**src/rtl/cq_core_arbiter_pkg.sv**
```systemverilog
// Shared swarm types for the CQ core arbiter: slot/child widths, finish request packing,
// and small helpers used by the round-robin pick and saturating counters.
package cq_core_arbiter_pkg;

    localparam int unsigned N_CORES_PER_TILE = 4;
    localparam int unsigned CQ_SLOT_W        = 6;
    localparam int unsigned CHILD_ID_W       = 3;
    localparam int unsigned CORE_ID_W        = 4;

    typedef logic [CQ_SLOT_W-1:0]  cq_slice_slot_t;
    typedef logic [CHILD_ID_W-1:0] child_id_t;
    typedef logic [CORE_ID_W-1:0]  core_id_t;

    typedef struct packed {
        cq_slice_slot_t slot;
        child_id_t      num_children;
        logic           undo_log_write;
        core_id_t       core;
    } cq_finish_req_t;

    function automatic int unsigned rr_next(input int unsigned ptr, input int unsigned k,
                                            input int unsigned n);
        return (ptr + k) % n;
    endfunction

    function automatic logic [31:0] sat_inc(input logic [31:0] v);
        return (v == '1) ? v : v + 32'd1;
    endfunction

endpackage

```
**src/rtl/cq_core_arbiter_if.sv**
```systemverilog
// CQ-slice side of the core arbiter: start/finish handshakes and the abort broadcast.
interface cq_core_arbiter_if
    import cq_core_arbiter_pkg::*;
#(
    parameter int unsigned N_CORES = N_CORES_PER_TILE
);
    logic                       cq_start_valid;
    logic                       cq_start_ready;
    cq_slice_slot_t             cq_start_slot;
    logic                       cq_finish_valid;
    logic                       cq_finish_ready;
    cq_slice_slot_t             cq_finish_slot;
    child_id_t                  cq_finish_num_children;
    logic                       cq_finish_undo_log_write;
    logic [$clog2(N_CORES)-1:0] cq_finish_core;
    logic                       cq_abort_valid;
    cq_slice_slot_t             cq_abort_slot;

    modport master (
        output cq_start_valid, cq_start_slot,
        output cq_finish_valid, cq_finish_slot, cq_finish_num_children,
        output cq_finish_undo_log_write, cq_finish_core,
        input  cq_start_ready, cq_finish_ready, cq_abort_valid, cq_abort_slot
    );

    modport slave (
        input  cq_start_valid, cq_start_slot,
        input  cq_finish_valid, cq_finish_slot, cq_finish_num_children,
        input  cq_finish_undo_log_write, cq_finish_core,
        output cq_start_ready, cq_finish_ready, cq_abort_valid, cq_abort_slot
    );
endinterface

```
**src/rtl/cq_core_arbiter_rr_pick.sv**
```systemverilog
// Combinational round-robin pick: first requester at or after ptr+1 (mod N), one-hot and index.
module rr_pick
    import cq_core_arbiter_pkg::*;
#(
    parameter int unsigned N = 4,
    localparam int unsigned IW = (N > 1) ? $clog2(N) : 1
) (
    input  logic [N-1:0]  req,
    input  logic [IW-1:0] ptr,
    output logic [N-1:0]  gnt,
    output logic [IW-1:0] idx,
    output logic          any
);
    always_comb begin
        int unsigned j;
        logic [IW-1:0] jj;
        gnt = '0;
        idx = '0;
        any = 1'b0;
        j   = 0;
        jj  = '0;
        for (int unsigned k = 1; k <= N; k++) begin
            j  = rr_next(32'(ptr), k, N);
            jj = IW'(j);
            if (!any && req[jj]) begin
                gnt[jj] = 1'b1;
                idx     = jj;
                any     = 1'b1;
            end
        end
    end
endmodule

```
**src/rtl/cq_core_arbiter.sv**
```systemverilog
// Per-tile arbiter sharing one CQ slice's start/finish channels among N_CORES cores and
// routing aborts to the owning core. Define ARB_STATS_EN to add stall-cycle counters.
module cq_core_arbiter
    import cq_core_arbiter_pkg::*;
#(
    parameter int unsigned N_CORES = N_CORES_PER_TILE,
    parameter int          TILE_ID = 0
) (
    input  logic                                  clk,
    input  logic                                  rstn,
    input  logic [N_CORES-1:0]                    core_start_valid,
    output logic [N_CORES-1:0]                    core_start_ready,
    input  logic [N_CORES*$bits(cq_slice_slot_t)-1:0] core_start_slot,
    input  logic [N_CORES-1:0]                    core_finish_valid,
    output logic [N_CORES-1:0]                    core_finish_ready,
    input  logic [N_CORES*$bits(cq_slice_slot_t)-1:0] core_finish_slot,
    input  logic [N_CORES*$bits(child_id_t)-1:0]  core_finish_num_children,
    input  logic [N_CORES-1:0]                    core_finish_undo_log_write,
    output logic [N_CORES-1:0]                    core_abort,
    output cq_slice_slot_t                        core_abort_slot,
    cq_core_arbiter_if.master                     cq,
    output logic [31:0]                           unmatched_aborts
`ifdef ARB_STATS_EN
    ,
    output logic [31:0]                           stat_start_stall,
    output logic [31:0]                           stat_finish_stall
`endif
);
    localparam int unsigned SW = $bits(cq_slice_slot_t);
    localparam int unsigned NW = $bits(child_id_t);
    localparam int unsigned CW = $clog2(N_CORES);

    if (N_CORES < 2 || N_CORES > 16 || TILE_ID < 0) begin : g_bad_cfg
        $error("cq_core_arbiter: unsupported N_CORES/TILE_ID");
    end

    cq_slice_slot_t       st_slot_a [N_CORES];
    cq_slice_slot_t       fn_slot_a [N_CORES];
    child_id_t            fn_nc_a   [N_CORES];
    cq_slice_slot_t       slot_reg  [N_CORES];
    logic [N_CORES-1:0]   running;
    logic [N_CORES-1:0]   abort_match;

    logic [CW-1:0]        st_ptr, fn_ptr, st_idx, fn_idx;
    logic [N_CORES-1:0]   st_gnt, fn_gnt, st_hs, fn_hs;
    logic                 st_any, fn_any, st_free, fn_free;
    logic                 st_vld_q, fn_vld_q;
    cq_slice_slot_t       st_slot_q;
    cq_finish_req_t       fn_sel, fn_q;
    logic                 core_hi_unused;

    for (genvar g = 0; g < N_CORES; g++) begin : g_core
        assign st_slot_a[g] = core_start_slot[g*SW +: SW];
        assign fn_slot_a[g] = core_finish_slot[g*SW +: SW];
        assign fn_nc_a[g]   = core_finish_num_children[g*NW +: NW];
        // A start handshake this cycle counts as running, so an abort racing it is not lost.
        assign abort_match[g] = cq.cq_abort_valid &&
            ((running[g] && slot_reg[g] == cq.cq_abort_slot) ||
             (st_hs[g] && st_slot_a[g] == cq.cq_abort_slot));
    end

    rr_pick #(.N(N_CORES)) u_start_pick (
        .req (core_start_valid),
        .ptr (st_ptr),
        .gnt (st_gnt),
        .idx (st_idx),
        .any (st_any)
    );

    rr_pick #(.N(N_CORES)) u_finish_pick (
        .req (core_finish_valid),
        .ptr (fn_ptr),
        .gnt (fn_gnt),
        .idx (fn_idx),
        .any (fn_any)
    );

    assign st_free = !st_vld_q || cq.cq_start_ready;
    assign fn_free = !fn_vld_q || cq.cq_finish_ready;
    assign st_hs   = st_free ? st_gnt : '0;
    assign fn_hs   = fn_free ? fn_gnt : '0;

    assign core_start_ready  = st_hs;
    assign core_finish_ready = fn_hs;

    always_comb begin
        fn_sel                = '0;
        fn_sel.slot           = fn_slot_a[fn_idx];
        fn_sel.num_children   = fn_nc_a[fn_idx];
        fn_sel.undo_log_write = core_finish_undo_log_write[fn_idx];
        fn_sel.core           = core_id_t'(fn_idx);
    end

    always_ff @(posedge clk) begin
        if (!rstn) begin
            st_vld_q <= 1'b0;
            st_ptr   <= '0;
        end else if (st_free) begin
            st_vld_q <= st_any;
            if (st_any) begin
                st_slot_q <= st_slot_a[st_idx];
                st_ptr    <= st_idx;
            end
        end
    end

    always_ff @(posedge clk) begin
        if (!rstn) begin
            fn_vld_q <= 1'b0;
            fn_ptr   <= '0;
        end else if (fn_free) begin
            fn_vld_q <= fn_any;
            if (fn_any) begin
                fn_q   <= fn_sel;
                fn_ptr <= fn_idx;
            end
        end
    end

    always_ff @(posedge clk) begin
        if (!rstn) begin
            running <= '0;
        end else begin
            for (int unsigned i = 0; i < N_CORES; i++) begin
                if (st_hs[i]) begin
                    running[i]  <= 1'b1;
                    slot_reg[i] <= st_slot_a[i];
                end else if (fn_hs[i]) begin
                    running[i] <= 1'b0;
                end
            end
        end
    end

    always_ff @(posedge clk) begin
        if (!rstn) begin
            core_abort       <= '0;
            unmatched_aborts <= '0;
        end else begin
            core_abort <= abort_match;
            if (cq.cq_abort_valid) begin
                core_abort_slot <= cq.cq_abort_slot;
                if (abort_match == '0) begin
                    unmatched_aborts <= sat_inc(unmatched_aborts);
                end
            end
        end
    end

`ifdef ARB_STATS_EN
    always_ff @(posedge clk) begin
        if (!rstn) begin
            stat_start_stall  <= '0;
            stat_finish_stall <= '0;
        end else begin
            if (st_vld_q && !cq.cq_start_ready) stat_start_stall <= sat_inc(stat_start_stall);
            if (fn_vld_q && !cq.cq_finish_ready) stat_finish_stall <= sat_inc(stat_finish_stall);
        end
    end
`endif

    assign cq.cq_start_valid           = st_vld_q;
    assign cq.cq_start_slot            = st_slot_q;
    assign cq.cq_finish_valid          = fn_vld_q;
    assign cq.cq_finish_slot           = fn_q.slot;
    assign cq.cq_finish_num_children   = fn_q.num_children;
    assign cq.cq_finish_undo_log_write = fn_q.undo_log_write;
    assign cq.cq_finish_core           = fn_q.core[CW-1:0];
    // Core id field is sized for the largest tile; only the low CW bits leave the block.
    assign core_hi_unused              = ^fn_q.core;

endmodule

```
**src/flat_wrapper.sv**
```systemverilog
// flat-port wrapper written by rule: the top's interface ports become plain ports
module cq_core_arbiter_flat import cq_core_arbiter_pkg::*;
#(
    parameter int unsigned N_CORES = N_CORES_PER_TILE,
    parameter int          TILE_ID = 0
)
  (clk, rstn, core_start_valid, core_start_ready, core_start_slot, core_finish_valid, core_finish_ready, core_finish_slot, core_finish_num_children, core_finish_undo_log_write, core_abort, core_abort_slot, unmatched_aborts, cq_cq_start_valid, cq_cq_start_slot, cq_cq_finish_valid, cq_cq_finish_slot, cq_cq_finish_num_children, cq_cq_finish_undo_log_write, cq_cq_finish_core, cq_cq_start_ready, cq_cq_finish_ready, cq_cq_abort_valid, cq_cq_abort_slot);
  cq_core_arbiter_if #(.N_CORES(N_CORES)) cq_i ();
  input  logic clk;
  input  logic rstn;
  input  logic [N_CORES-1:0] core_start_valid;
  output logic [N_CORES-1:0] core_start_ready;
  input  logic [N_CORES*$bits(cq_slice_slot_t)-1:0] core_start_slot;
  input  logic [N_CORES-1:0] core_finish_valid;
  output logic [N_CORES-1:0] core_finish_ready;
  input  logic [N_CORES*$bits(cq_slice_slot_t)-1:0] core_finish_slot;
  input  logic [N_CORES*$bits(child_id_t)-1:0] core_finish_num_children;
  input  logic [N_CORES-1:0] core_finish_undo_log_write;
  output logic [N_CORES-1:0] core_abort;
  output cq_slice_slot_t core_abort_slot;
  output logic [31:0] unmatched_aborts;
  output wire logic [$bits(cq_i.cq_start_valid)-1:0] cq_cq_start_valid;
  output wire logic [$bits(cq_i.cq_start_slot)-1:0] cq_cq_start_slot;
  output wire logic [$bits(cq_i.cq_finish_valid)-1:0] cq_cq_finish_valid;
  output wire logic [$bits(cq_i.cq_finish_slot)-1:0] cq_cq_finish_slot;
  output wire logic [$bits(cq_i.cq_finish_num_children)-1:0] cq_cq_finish_num_children;
  output wire logic [$bits(cq_i.cq_finish_undo_log_write)-1:0] cq_cq_finish_undo_log_write;
  output wire logic [$bits(cq_i.cq_finish_core)-1:0] cq_cq_finish_core;
  input wire logic [$bits(cq_i.cq_start_ready)-1:0] cq_cq_start_ready;
  input wire logic [$bits(cq_i.cq_finish_ready)-1:0] cq_cq_finish_ready;
  input wire logic [$bits(cq_i.cq_abort_valid)-1:0] cq_cq_abort_valid;
  input wire logic [$bits(cq_i.cq_abort_slot)-1:0] cq_cq_abort_slot;
  assign cq_cq_start_valid = cq_i.cq_start_valid;
  assign cq_cq_start_slot = cq_i.cq_start_slot;
  assign cq_cq_finish_valid = cq_i.cq_finish_valid;
  assign cq_cq_finish_slot = cq_i.cq_finish_slot;
  assign cq_cq_finish_num_children = cq_i.cq_finish_num_children;
  assign cq_cq_finish_undo_log_write = cq_i.cq_finish_undo_log_write;
  assign cq_cq_finish_core = cq_i.cq_finish_core;
  assign cq_i.cq_start_ready = cq_cq_start_ready;
  assign cq_i.cq_finish_ready = cq_cq_finish_ready;
  assign cq_i.cq_abort_valid = cq_cq_abort_valid;
  assign cq_i.cq_abort_slot = cq_cq_abort_slot;
  cq_core_arbiter #(.N_CORES(N_CORES), .TILE_ID(TILE_ID)) u_core (.clk(clk), .rstn(rstn), .core_start_valid(core_start_valid), .core_start_ready(core_start_ready), .core_start_slot(core_start_slot), .core_finish_valid(core_finish_valid), .core_finish_ready(core_finish_ready), .core_finish_slot(core_finish_slot), .core_finish_num_children(core_finish_num_children), .core_finish_undo_log_write(core_finish_undo_log_write), .core_abort(core_abort), .core_abort_slot(core_abort_slot), .cq(cq_i), .unmatched_aborts(unmatched_aborts));
endmodule
```
**config.mk**
```make
export PLATFORM = sky130hd
export DESIGN_NAME = cq_core_arbiter_flat
export DESIGN_NICKNAME = d
export VERILOG_FILES = /design/src/rtl/cq_core_arbiter_pkg.sv /design/src/rtl/cq_core_arbiter_if.sv /design/src/rtl/cq_core_arbiter_rr_pick.sv /design/src/rtl/cq_core_arbiter.sv /design/src/flat_wrapper.sv
export SDC_FILE = /design/constraint.sdc
export NUM_CORES = 1
export LEC_CHECK = 0
export CORE_ASPECT_RATIO = 0.6
export CORE_UTILIZATION = 51
export CTS_BUF_LIST = sky130_fd_sc_hd__clkbuf_2 sky130_fd_sc_hd__clkbuf_4 sky130_fd_sc_hd__clkbuf_8
export DETAILED_ROUTE_END_ITERATION = 6
export PLACE_DENSITY = 0.9
export SYNTH_ARGS = -nofsm -noshare
export SYNTH_HDL_FRONTEND = slang
export SYNTH_SLANG_ARGS = --single-unit
```
**constraint.sdc**
```tcl
create_clock -name clk -period 4.8 [get_ports clk]
set_clock_uncertainty 0.2 [all_clocks]
set_input_delay 0.72 -clock clk [delete_from_list [all_inputs] [get_ports clk]]
set_output_delay 0.72 -clock clk [all_outputs]
set_load 0.05 [all_outputs]
```
==> reports/metrics.cfg, run 1 <==
[status]
status=complete, no violations

[pwr]
p_seq_share_pct=35.2
power.density_nw_per_um2=401
p_comb_share_pct=48.6
ir_drop_v=0.000220
sw_frac_of_total_pct=41.9
p_clk_share_pct=16.2
p_int_uw=1760
cellLeakagePower_uw=0.00279
p_sw_uw=1270

[logic_synthesis]
synthDistinctLibCells=58
synth-edff-count=48
synth_area_sq_um=5790
ys.flop_type=edfxtp_1
yosys_warnings=0
ys_seq_area_share_pct=40.8
syn_nets=703
ys_seq_elements=94
async_reset_ff_share_pct=0
syn_area_per_cell_sq_um=9.58
syn_inst=604

[final_layout]
n_fill_cell=790
finalNetCount=839
final_area_sq_um=7570
largest_reg_flops=32
syn2layout_area_growth_pct=30.7
diodes=0
drive_gt1_share_pct=7.38

[timing]
tns_ns=0
fin_crit_sh_pct=89.8
rsz0062_at_grt=false
fmax_mhz=232
fin_crit_ns=4.31
drv_slew=0
tightest_slew_ns=1.03
finalWorstSetupSlack_ns=0.490
setup_viol=0
timing_hold_violations_final=0
holdWs_ns=0.311
relSlewSlack_pct=30.8

[floorplanning]
coreArea_sq_um=10800
die_area_sq_um=11800
chipHeight_microns=84.5
fp.dieW_microns=140
ios=153
initial_core_util_pct=53.5
placement_rows=29

[setup_path]
critPathKind=reg -> out
cp_max_fo=11
r2r_start=u_core.st_ptr[1]
cp-end-kind=primary output
arrival_ns=3.39
required_ns=3.88
crit_start=u_core.fn_ptr[1]
cp-start-kind=register

[route]
viasPerCell=6.06
drt_first_pass_iters=5
vias=5354
avgRoutedWirePerCell_microns=18.7
drcViolationCount=0
ant_nets=0
drt-initial-drc-count=503
finalWirelength_microns=16500

[global_route]
antenna_found_initial=0
overflow=0
grt_first_pass_wirelength_microns=26100
grt_pass1_vias=5126
grt_usage_pct=28.5
grt_max_degree=33

[clock_tree]
htreeDepth=3
clk_latency_ns=0.37
clk_pin_slew_ns=0.09
cts_buffers=9
postCtsSetupBuffers=0
cts_tree=yes
clock_path_buffers=2
clock_sinks=94
root_buffer=clkbuf_8

[place]
gp_congestion=0.995
hpwl_microns=12400
place_area_sq_um=7390
post-place-ws_ns=0.263
portBuffers=152

[min_path]
hold_path_startpoint=u_core.unmatched_aborts[20]
min_path_type=reg -> reg

[flow_run]
maxCapViolCount=0

routing by layer:
layer,vias up,wire (microns),GRT usage (%)
li1,2468,-,-
met2,322,7630,48.0
met3,35,1880,7.59
met1,2529,6760,36.5
met4,0,245,7.58
met5,-,0,0
layout make-up:
cell class	instances	area [sq um]	share of cell area, %
Multi-Input combinational cell	454	3210	42.5
Sequential cell	94	2360	31.2
Timing Repair Buffer	160	1560	20.6
Tap cell	139	174	2.30
Clock buffer	10	131	1.74
Inverter	21	78.8	1.04
Clock inverter	6	45.0	0.595
critical path, cell delays in order (launching register included):
cell      delay, ns
dfxtp_1        0.57
inv_1          0.20
ha_1           0.52
and3_1         0.21
a21oi_1        0.04
a211oi_1       0.59
a222oi_1       0.24
a21oi_1        0.38
buf_4          0.28
power by group through the flow:
stage,registers (uW),clock network (uW),logic [uW]
6_report,1070,493,1470
5_1_grt,1080,527,1570
2_1_floorplan,1240,0,856
3_3_place_gp,1080,0,1410
4_1_cts,1070,495,1460
3_5_place_dp,1080,0,1460
worst paths after layout:
check / endpoint / depth (start not counted) / slack [ns]
setup reg to reg: u_core.unmatched_aborts[7] / 10 / 0.73
hold / removal: u_core.unmatched_aborts[20] / 2 / 0.31
hold reg to reg: u_core.unmatched_aborts[20] / 2 / 0.31
setup / recovery: core_finish_ready[1] / 8 / 0.49
layout by cell type, fill, tap and decap left out, drive strengths merged, types with 8 or more instances in the layout:
cell type      count
o21ai             15
ha                16
o22ai              9
nand3             11
dfxtp             46
clkbuf            10
nor2              44
xor2              18
mux2i             55
mux2               9
inv               24
nand2             57
clkdlybuf4s50    144
edfxtp            48
buf               16
a21oi             41
nand3b             8
nor4               8
xnor2             34
nand2b            18
nand4             13
nor3              13
and3               8
logic make-up after synthesis:
| kind of cell | count (synthesis) | share of synthesized area (%) |
|---|---|---|
| adders and majority gates | 16 | 3.46 |
| DFF | 94 | 40.8 |
| AOI/OAI and AO/OA | 105 | 11.8 |
| buffers and inverters | 56 | 4.06 |
| muxes | 69 | 13.2 |
| xor gates and xnor gates | 52 | 7.87 |
| and+or+nand+nor | 212 | 18.8 |
synth_stat cells, drive strengths merged, types with 11 or more instances:
cell | instances | area, sq um
dfxtp | 46 | 921
inv | 21 | 78.8
nand3 | 11 | 55.1
a21oi | 41 | 205
nand2 | 57 | 214
xor2 | 18 | 158
edfxtp | 48 | 1440
nor3 | 13 | 65.1
xnor2 | 34 | 298
clkbuf | 20 | 75.1
mux2i | 55 | 551
nor2 | 44 | 165
o21ai | 15 | 75.1
nand4 | 13 | 87.6
nand2b | 18 | 113
ha | 16 | 200
buf | 15 | 81.3
through the flow:
step / power (uW) / instances / utilization (%)
4_1_cts: 3020 / 884 / 70.0
2_1_floorplan: 2100 / 604 / -
6_report: 3040 / 884 / 70.0
5_1_grt: 3180 / 884 / 70.0
3_3_place_gp: 2490 / 868 / 68.3
3_5_place_dp: 2540 / 868 / 68.3
what timing repair did:
item                       4_1_cts  5_1_grt
resized for setup                0        1
hold buffers                     0        0
setup endpoints to repair        0        1
Power figures use the tool's default switching activity.
==> run 2: changes to the inputs <==
--- a/config.mk
+++ b/config.mk
@@ -7,7 +7,7 @@
 export LEC_CHECK = 0
 export CORE_ASPECT_RATIO = 0.6
 export CORE_UTILIZATION = 51
-export CTS_BUF_LIST = sky130_fd_sc_hd__clkbuf_2 sky130_fd_sc_hd__clkbuf_4 sky130_fd_sc_hd__clkbuf_8
+export CTS_BUF_LIST = sky130_fd_sc_hd__clkbuf_8
 export DETAILED_ROUTE_END_ITERATION = 6
 export PLACE_DENSITY = 0.9
 export SYNTH_ARGS = -nofsm -noshare
==> run 2 against run 1 <==
Flip-flop and latch count did not move. Register-to-register slack about the same. Maximum frequency about the same. Die area stayed put. Worst hold slack got worse by 0.00080 ns. Global-route usage about the same. Utilization hardly changed. Via count fell by 0.15%. Cell area barely moved. First-iteration DRC count shrank 4.0%. Combinational power is essentially flat.
==> reports/metrics.cfg, run 2 (synthesis results as in run 1) <==
[final_layout]
final_cell_mix=clkdlybuf4s50_1, nand2_1, mux2i_1, edfxtp_1, dfxtp_1
layout_commonest_cell=clkdlybuf4s50_1
n_fill_cell=791  ; +0.13%
diodes=0  ; unchanged
finalNetCount=839  ; unchanged
regArea_sq_um=2360  ; unchanged
drive_gt1_share_pct=7.25  ; -0.13 points
multi_input_area_sq_um=3210  ; unchanged
syn2layout_area_growth_pct=30.7  ; about the same
layout.cells.non_filler=884  ; unchanged
largest_reg_flops=32  ; unchanged

[setup_path]
cp_max_fo=11  ; unchanged
required_ns=3.88  ; about the same
r2r_slack_ns=0.72  ; about the same
arrival_ns=3.39  ; about the same
cp-start-kind=register
cp-end-kind=primary output
critPathKind=reg -> out

[status]
status=complete, no violations

[timing]
setup_viol=0  ; unchanged
fmax_mhz=232  ; about the same
rsz0062_at_grt=false
tightest_slew_ns=1.02  ; -0.00913 ns
fin_crit_sh_pct=89.7  ; about the same
timing_hold_violations_final=0  ; unchanged
drv_slew=0  ; unchanged
tns_ns=0  ; unchanged
relSlewSlack_pct=31.4  ; +0.61 points
finalWorstSetupSlack_ns=0.494  ; +0.00325 ns
fin_crit_ns=4.31  ; -0.00325 ns
holdWs_ns=0.310  ; -0.000800 ns

[pwr]
p_int_uw=1760  ; -0.44%
p_clk_share_pct=16.0  ; -0.2 points
ir_drop_v=0.000220  ; -0.11%
p_comb_share_pct=48.7  ; about the same
sw_frac_of_total_pct=42.0  ; +0.14 points
p_sw_uw=1270  ; +0.13%
finalPower_uw=3030  ; -0.20%
power.density_nw_per_um2=401  ; -0.15%
p_seq_share_pct=35.3  ; about the same
cellLeakagePower_uw=0.00279  ; about the same

[global_route]
overflow=0  ; unchanged
grt_max_degree=33  ; unchanged
antenna_found_initial=0  ; unchanged
grt_usage_pct=28.5  ; -0.041 points
grt_pass1_vias=5125  ; -0.020%
grt_first_pass_wirelength_microns=26100  ; about the same

[clock_tree]
clk_latency_ns=0.37  ; about the same
clock_sinks=94  ; unchanged
htreeDepth=3  ; unchanged
cts_buffers=9  ; unchanged
clock_path_buffers=2  ; unchanged
clk_pin_slew_ns=0.10  ; about the same
cts_tree=yes
postCtsSetupBuffers=0  ; unchanged
root_buffer=clkbuf_8

[route]
avgRoutedWirePerCell_microns=18.7  ; about the same
ant_nets=0  ; unchanged
finalWirelength_microns=16500  ; about the same
drt-initial-drc-count=483  ; -4.0%
viasPerCell=6.05  ; -0.15%
drcViolationCount=0  ; unchanged
vias=5346  ; -0.15%
drt_first_pass_iters=5  ; unchanged

[floorplanning]
die_area_sq_um=11800  ; unchanged
chipHeight_microns=84.5  ; unchanged
coreArea_sq_um=10800  ; unchanged
ios=153  ; unchanged
initial_core_util_pct=53.5  ; unchanged
fp.dieW_microns=140  ; unchanged
placement_rows=29  ; unchanged

[min_path]
min_path_type=reg -> reg

[place]
dp.cells=868  ; unchanged
hpwl_microns=12400  ; unchanged
portBuffers=152  ; unchanged
post-place-ws_ns=0.263  ; unchanged
gp_congestion=0.995  ; unchanged

[flow_run]
maxCapViolCount=0  ; unchanged

## run 2: cell types whose count changed in the layout (fill, tap and decap cells not counted), sizes merged
cell    previous run  this run
inv               24        25
clkbuf            10         9
## run 2: final timing paths
kind,depth (start not counted),start,to
setup / recovery,8,u_core.fn_ptr[1],core_finish_ready[1]
hold reg to reg,2,u_core.unmatched_aborts[20],u_core.unmatched_aborts[20]
setup reg to reg,10,u_core.st_ptr[1],u_core.unmatched_aborts[7]
hold / removal,2,u_core.unmatched_aborts[20],u_core.unmatched_aborts[20]
## run 2: repair_timing
item,CTS,global route
hold buffers,0,0
endpoints found under the setup margin,0,1
resized for setup,0,1
## run 2: final cells by class
| class | instances | area share (%) |
|---|---|---|
| well taps | 139 | 2.30 |
| inverters | 21 | 1.04 |
| clock inverters | 7 | 0.645 |
| flip-flops and latches | 94 | 31.3 |
| clock buffers | 9 | 1.64 |
| repair buffers | 160 | 20.6 |
| multi-input cells | 454 | 42.5 |
## run 2: per-stage QoR
| stage | util, % | area [sq um] |
|---|---|---|
| finish | 69.9 | 7560 |
| global route | 69.9 | 7560 |
| CTS | 69.9 | 7560 |
| detailed placement | 68.3 | 7390 |
| global placement | 68.3 | 7390 |
| floorplan | - | 5790 |
## run 2: worst max-delay path, cell delays in order (launching register included)
cell and delay (ns):
dfxtp_1 0.56, inv_1 0.19, ha_1 0.52, and3_1 0.21, a21oi_1 0.04, a211oi_1 0.60
a222oi_1 0.25, a21oi_1 0.38, buf_4 0.28
## run 2: power by group through the flow
stage	clock (uW)	sequential (uW)	combinational (uW)
final	485	1070	1480
after global routing	519	1080	1570
after CTS	488	1070	1460
after detailed placement	0	1080	1460
after global placement	0	1080	1410
after floorplan	0	1240	856
## run 2: routing by layer
metal  up-vias  share of wire (%)  track usage, %
met5         -                  0               0
met4         0                1.4            7.47
met3        30                 11            7.82
met2       317                 46            48.0
met1      2522                 41            36.3
li1       2477                  -               -
